### src/rtl/sync_fifo_fwft.sv
// sync_fifo_fwft
// Single-clock FIFO with selectable read style and sticky error flags.
//
// Read styles:
//   FWFT = 0 : registered read. o_data is loaded with the head word on the
//              edge that accepts a read and holds its value otherwise.
//   FWFT = 1 : first-word-fall-through. o_data shows the head word whenever
//              the FIFO is non-empty; rden pops it.
//
// Ports:
//   clk          - sole clock, rising edge
//   rst_n        - synchronous active-low reset
//   wren, i_data - write request and write data
//   rden         - read request
//   clr_err      - clears the sticky overflow/underflow flags
//   o_data       - read data
//   full, empty  - occupancy flags (registered)
//   almost_full  - count >= AF_LEVEL (registered)
//   almost_empty - count <= AE_LEVEL (registered)
//   count        - current occupancy, 0..DEPTH
//   overflow     - sticky: write attempted while full
//   underflow    - sticky: read attempted while empty

module sync_fifo_fwft #(
    parameter int DEPTH      = 8,
    parameter int DATA_WIDTH = 8,
    parameter int AF_LEVEL   = DEPTH - 2,
    parameter int AE_LEVEL   = 2,
    parameter int FWFT       = 0
) (
    input  logic                       clk,
    input  logic                       rst_n,
    input  logic                       wren,
    input  logic [DATA_WIDTH-1:0]      i_data,
    input  logic                       rden,
    input  logic                       clr_err,
    output logic [DATA_WIDTH-1:0]      o_data,
    output logic                       full,
    output logic                       empty,
    output logic                       almost_full,
    output logic                       almost_empty,
    output logic [$clog2(DEPTH):0]     count,
    output logic                       overflow,
    output logic                       underflow
);

    localparam int PW = $clog2(DEPTH);
    localparam int CW = PW + 1;

    logic [DATA_WIDTH-1:0] mem [DEPTH];
    logic [PW-1:0]         wr_ptr;
    logic [PW-1:0]         rd_ptr;
    logic [CW-1:0]         count_next;
    logic                  wr_ok;
    logic                  rd_ok;

    // Acceptance looks only at the flags as they stand before the edge, so a
    // write into a full FIFO is dropped even if a read frees a slot this cycle.
    assign wr_ok = wren && !full;
    assign rd_ok = rden && !empty;

    // Next occupancy; a simultaneous accepted read and write cancel out.
    always_comb begin
        count_next = count;
        if (wr_ok && !rd_ok) begin
            count_next = count + CW'(1);
        end else if (rd_ok && !wr_ok) begin
            count_next = count - CW'(1);
        end
    end

    // Pointers, occupancy and all status flags. Flags are computed from the
    // next count so they land in the same cycle as the new count value.
    always_ff @(posedge clk) begin
        if (!rst_n) begin
            wr_ptr       <= '0;
            rd_ptr       <= '0;
            count        <= '0;
            full         <= 1'b0;
            empty        <= 1'b1;
            almost_full  <= 1'b0;
            almost_empty <= 1'b1;
        end else begin
            if (wr_ok) begin
                wr_ptr <= wr_ptr + PW'(1);
            end
            if (rd_ok) begin
                rd_ptr <= rd_ptr + PW'(1);
            end
            count        <= count_next;
            full         <= (count_next == CW'(DEPTH));
            empty        <= (count_next == '0);
            almost_full  <= (count_next >= CW'(AF_LEVEL));
            almost_empty <= (count_next <= CW'(AE_LEVEL));
        end
    end

    // Sticky error flags. A new error in the same cycle as clr_err wins so
    // that no error event can be lost to a concurrent clear.
    always_ff @(posedge clk) begin
        if (!rst_n) begin
            overflow  <= 1'b0;
            underflow <= 1'b0;
        end else begin
            if (wren && full) begin
                overflow <= 1'b1;
            end else if (clr_err) begin
                overflow <= 1'b0;
            end
            if (rden && empty) begin
                underflow <= 1'b1;
            end else if (clr_err) begin
                underflow <= 1'b0;
            end
        end
    end

    // Storage array. It is deliberately not reset; reset-cycle writes are
    // suppressed so a reset never lands a stray word.
    always_ff @(posedge clk) begin
        if (rst_n && wr_ok) begin
            mem[wr_ptr] <= i_data;
        end
    end

    generate
        if (FWFT != 0) begin : g_fwft
            // Head word falls through combinationally; forced to zero while
            // empty so the output is clean out of reset.
            assign o_data = empty ? '0 : mem[rd_ptr];
        end else begin : g_registered
            logic [DATA_WIDTH-1:0] data_q;

            // Output register loads the head word only on an accepted read.
            always_ff @(posedge clk) begin
                if (!rst_n) begin
                    data_q <= '0;
                end else if (rd_ok) begin
                    data_q <= mem[rd_ptr];
                end
            end

            assign o_data = data_q;
        end
    endgenerate

endmodule

### config.mk
export PLATFORM = sky130hd
export DESIGN_NAME = sync_fifo_fwft
export DESIGN_NICKNAME = d
export VERILOG_FILES = /design/src/rtl/sync_fifo_fwft.sv
export SDC_FILE = /design/constraint.sdc
export NUM_CORES = 1
export LEC_CHECK = 0
export CAP_MARGIN = 20
export CORE_AREA = 3 3 93 95
export DETAILED_ROUTE_END_ITERATION = 8
export DIE_AREA = 0 0 96 98
export PLACE_DENSITY = 0.65
export SLEW_MARGIN = 10
export SYNTH_ARGS = -nofsm -noshare
export SYNTH_HDL_FRONTEND = slang
export SYNTH_SLANG_ARGS = --single-unit
### constraint.sdc
create_clock -name clk -period 1.86 [get_ports clk]
set_clock_uncertainty 0.05 [all_clocks]
set_input_delay 0.372 -clock clk [delete_from_list [all_inputs] [get_ports clk]]
set_output_delay 0.372 -clock clk [all_outputs]
set_load 0.01 [all_outputs]
After elaboration in Yosys (flattened, before gate mapping)
Memory sizes are Yosys's and may differ from the RTL's. A register that Yosys moved wholly into a read port is not among the register bits.
Index checks and enable logic that the tools add are counted.

word-level totals
  memories kept = 1
  output and inout bits = 18
  logic and storage cells = 39
  RAM bits = 64
  register bits = 16

operators by class
  equality and inequality tests = 1
  $add $sub $neg = 4
  mux-type cells = 7
  reductions and logical operators = 15
  $lt $le $gt $ge = 2

memories
  memory  words  width  rd ports  clocked after memory_dff  wr ports  RTL line  source
  mem     8      8      1         1                         1         50        logic [DATA_WIDTH-1:0] mem [DEPTH];

operators by type and width
  cell                 count
  $mux 4               2
  $logic_and 1x1->1    7
  $add 3x1->3 const B  2
  $logic_not 1->1      5
  $mux 1               5
  $add 4x1->4 const B  1
  $eq 4x4->1 const B   1
  $ge 4x3->1 const B   1
  $le 4x2->1 const B   1
  $logic_not 4->1      1
  $reduce_bool 2->1    2
  $sub 4x1->4 const B  1

Logic depth before layout (Yosys ltp)
  depth in word-level cells = 7
  depth in mapped cells = 7

Worst setup path before layout
OpenSTA, ideal clock, no wires.

  path kind = reg2reg
  from = reg full
  to = mem mem[1][0] (enable)
  stages on the path, launching flop included = 4
  arrival = 1.524 ns
  slack = -0.108 ns
  setup time = 0.395 ns
  buffers on the path = 1
  cells stage by stage = dfxtp_1 > nand2b_1 > buf_6 > nor4_1

on the way
  word-level cells in the longest chain between the ends = 5

ends and longest elaborated chain
  item                          RTL line  source
  start, declared               38        output logic full,
  start signal, assigned        91        full <= (count_next == CW'(DEPTH));
  $logic_not 1->1               59        assign wr_ok = wren && !full;
  $logic_and 1x1->1             59
  $logic_and 1x1->1             121       if (rst_n && wr_ok) begin
  $mux 1                        121
  $mux 1 (not written as such)  122       mem[wr_ptr] <= i_data;
  end, declared                 50

No other way between the ends.

Worst setup path in the final report
  from = reg count[3]
  to = out count[3]

RTL lines
  item                    RTL line  source
  start, declared         42        output logic [$clog2(DEPTH):0] count,
  start signal, assigned  90        count <= count_next;

No word-level cell between the ends.

==> metrics.txt <==
largest family of logic cells by synthesized area multiplexers; Die Width 96 um; initial core utilization a little under half; Via density roughly 5.3; worst path required time roughly 1.4 ns; Setup crit end kind primary output; Post-Syn Instances between 200 and 250; area of the die around 9400 um^2; Netlist cell types 42; Async SR Flop Fraction 0%; # port buffers 30; yosys synthesis warning count 0; clock tree buffer depth 2; Slew headroom 78.3%; DR vias ~2000; WL/cell approximately 17 um; GPL Wtd Cong between 0.9 and 1; global-route wire length before repair 10600 um; clk sink count slightly below 90; worst hold path type flop to flop; CTS Root Cell clkbuf_8; setup TNS 0 ns; R2R setup slack roughly 0.17 ns; sequential area share after synthesis 67.8%; critical path fanouts, max 4; Inserted Clock Buffers 9; P_leak 1.48 nW; Simple-Gate Fraction of Synth Area 6.43%; DP Area around 4100 um^2; Tot GR Track Use between 15 and 20%; design area ~4300 um^2; CTS tree done; startpoint types flop; Max IR drop VDD between 500 and 600 uV; Critical Path, Cell by Cell clkdlybuf4s50_1; WL final about 6700 um; Clk Latency, worst-skew pair between 0.3 and 0.4 ns; Post-synth top cells edfxtp_1 (64), dfxtp_1 (24), mux4_2 (16); EDFF count, synth 64; Max-cap violations 0; crit path DAT around 1.4 ns; post-synthesis mux area share around an eighth; CTS hold repair buffers 0; adder-cell area share of the yosys netlist 1.73%; Hold Startpoint rd_ptr[1]; Max Freq 566 MHz; Reg2Reg Depth 7; ys flop type edfxtp_1; crit-path leading delay family buffers and inverters; DRC Markers 0; Final WS setup between 0.09 and 0.1 ns; die height 98 um; Slowest cell on crit path clkdlybuf4s50_1; outcome completed; Mapped Nets between 200 and 250; Layout Utilization approximately 56%; count leader, synth edfxtp_1; H-tree depth 3; CP Buf/Inv Count 1; ratio of cells with drive above 1 in the final layout 25.8%; pins over their slew limit 0; WS Path Type flop to primary output; pre-CTS WS -0.245 ns; Synth Area in Compound Gates under 10%; Core ar. between 7000 and 8000 um^2; total grt overflow 0; r2r endpoint almost_empty; dpl hpwl between 4000 and 5000 um; row count 32; syn avg cell area 16.0 um^2; PwrDens approximately 1200 nW/um^2; flops & latches, synth 88; RSZ-0062 raised after global routing false; clock transition at the registers of the reported paths 0.09 ns; Critical R2R Launch full; Area Growth Syn to Fin 22.8%; First DRT Iteration DRCs between 70 and 80; post-route minimum period 1.77 ns; xor/xnor share of the synthesized area 1.94%; layout filler cell count around 630; share of the synthesized area in the top cell type 54.3%; leading area contributor after synthesis edfxtp_1; Tcrit/Tclk final a little over nine tenths; initial antenna violation count 0; DR pass1 iterations 7; top cells by area, synth edfxtp_1 (54%), dfxtp_1 (14%), mux4_2 (10%); Worst-Margin Slew 0.323 ns; post-route ant nets 0; Worst path max stage delay ~0.57 ns; Hold Fails Final Rpt 0; Mapped Area about 3500 um^2; number of diodes 0; Final #Nets roughly 300; Hold Path Depth 2; pin count of the biggest net entering global routing 19; final setup fails 0; WHS Endpoint rd_ptr[1]; number of global-route vias before repair 2078; Top Ports 31
[layout make-up]
type	count	area (um^2)	area share, %
multi-input combinational	115	1040	23.9
timing repair buffer	58	553	12.7
sequential	88	2400	55.3
clock inverter	7	76.3	1.76
tap	102	128	2.94
inverter	6	22.5	0.518
clock buffer	9	124	2.85
[placed cells by master, fill, tap and decap left out, types with 2 or more instances in the layout]
master and count:
edfxtp_1 64, clkdlybuf4s50_1 28, buf_4 25, dfxtp_1 24, mux4_2 16, a21oi_1 12, nand2_1 11, nor2_1 10
o21ai_0 9, clkbuf_8 9, mux2i_1 8, nor3_1 6, inv_1 4, xnor2_1 4, ha_1 4, a22oi_1 3
inv_6 3, buf_12 3, inv_2 2, nor2b_2 2, nand3_1 2, nand2b_1 2, nor4_1 2, nand4_1 2
o221ai_1 2, a211oi_2 2, xor2_1 2, dlymetal6s2s_1 2
[kinds of logic after synthesis]
family / after synthesis
flops: 88
fa+ha+maj: 5
mux: 24
buf+inv: 18
simple gates: 45
compound gates: 34
xor+xnor: 7
[sequential cells by signal, indices dropped and copies added (netlist names), 3 cells and up]
signal / flops
count: 4
mem: 64
o_data: 8
rd_ptr: 3
wr_ptr: 3
[where the power goes]
group / internal (mW) / switching [mW]
logic: 0.718 / 0.640
registers: 2.25 / 0.0907
clock network: 0.633 / 0.699
[worst min-delay path: cells and delay by family (launching register included)]
family / cells / cell delay (ns)
DFF: 1 / 0.35
and+or+nand+nor: 1 / 0.06
AOI/OAI and AO/OA: 1 / 0.06
[metrics by stage]
step	hold WS (ns)	total power, mW	cells
final	0.457	5.03	385
after global routing	0.502	5.29	385
after CTS	0.461	5.08	385
after detailed placement	0.446	3.76	369
after global placement	0.432	3.73	369
after floorplan	0.421	3.22	221
[worst max path at each step]
stage                     startpoint         to  slack, ns  depth (start not counted)
final                       count[3]   count[3]       0.09                          1
after global routing        count[3]   count[3]       0.02                          1
after CTS                   count[0]   count[0]       0.02                          2
after detailed placement        wren  mem[2][3]      -0.24                          5
after global placement         rst_n  mem[0][3]      -0.19                          5
after floorplan                 full  mem[1][0]      -0.11                          3
[layer usage]
metal  GRT usage (%)  share of wire, %
met1            20.0                44
met3            4.16               4.5
met2            24.5                51
met4            4.92               1.1
met5               0                 0
[repair_timing]
| action | in CTS | in global routing |
|---|---|---|
| setup buffers | 0 | 0 |
| gates resized for setup | 0 | 2 |
| setup endpoints to repair | 0 | 2 |
| endpoints found under the hold margin | 0 | 0 |
(Power assumes the default switching activity.)
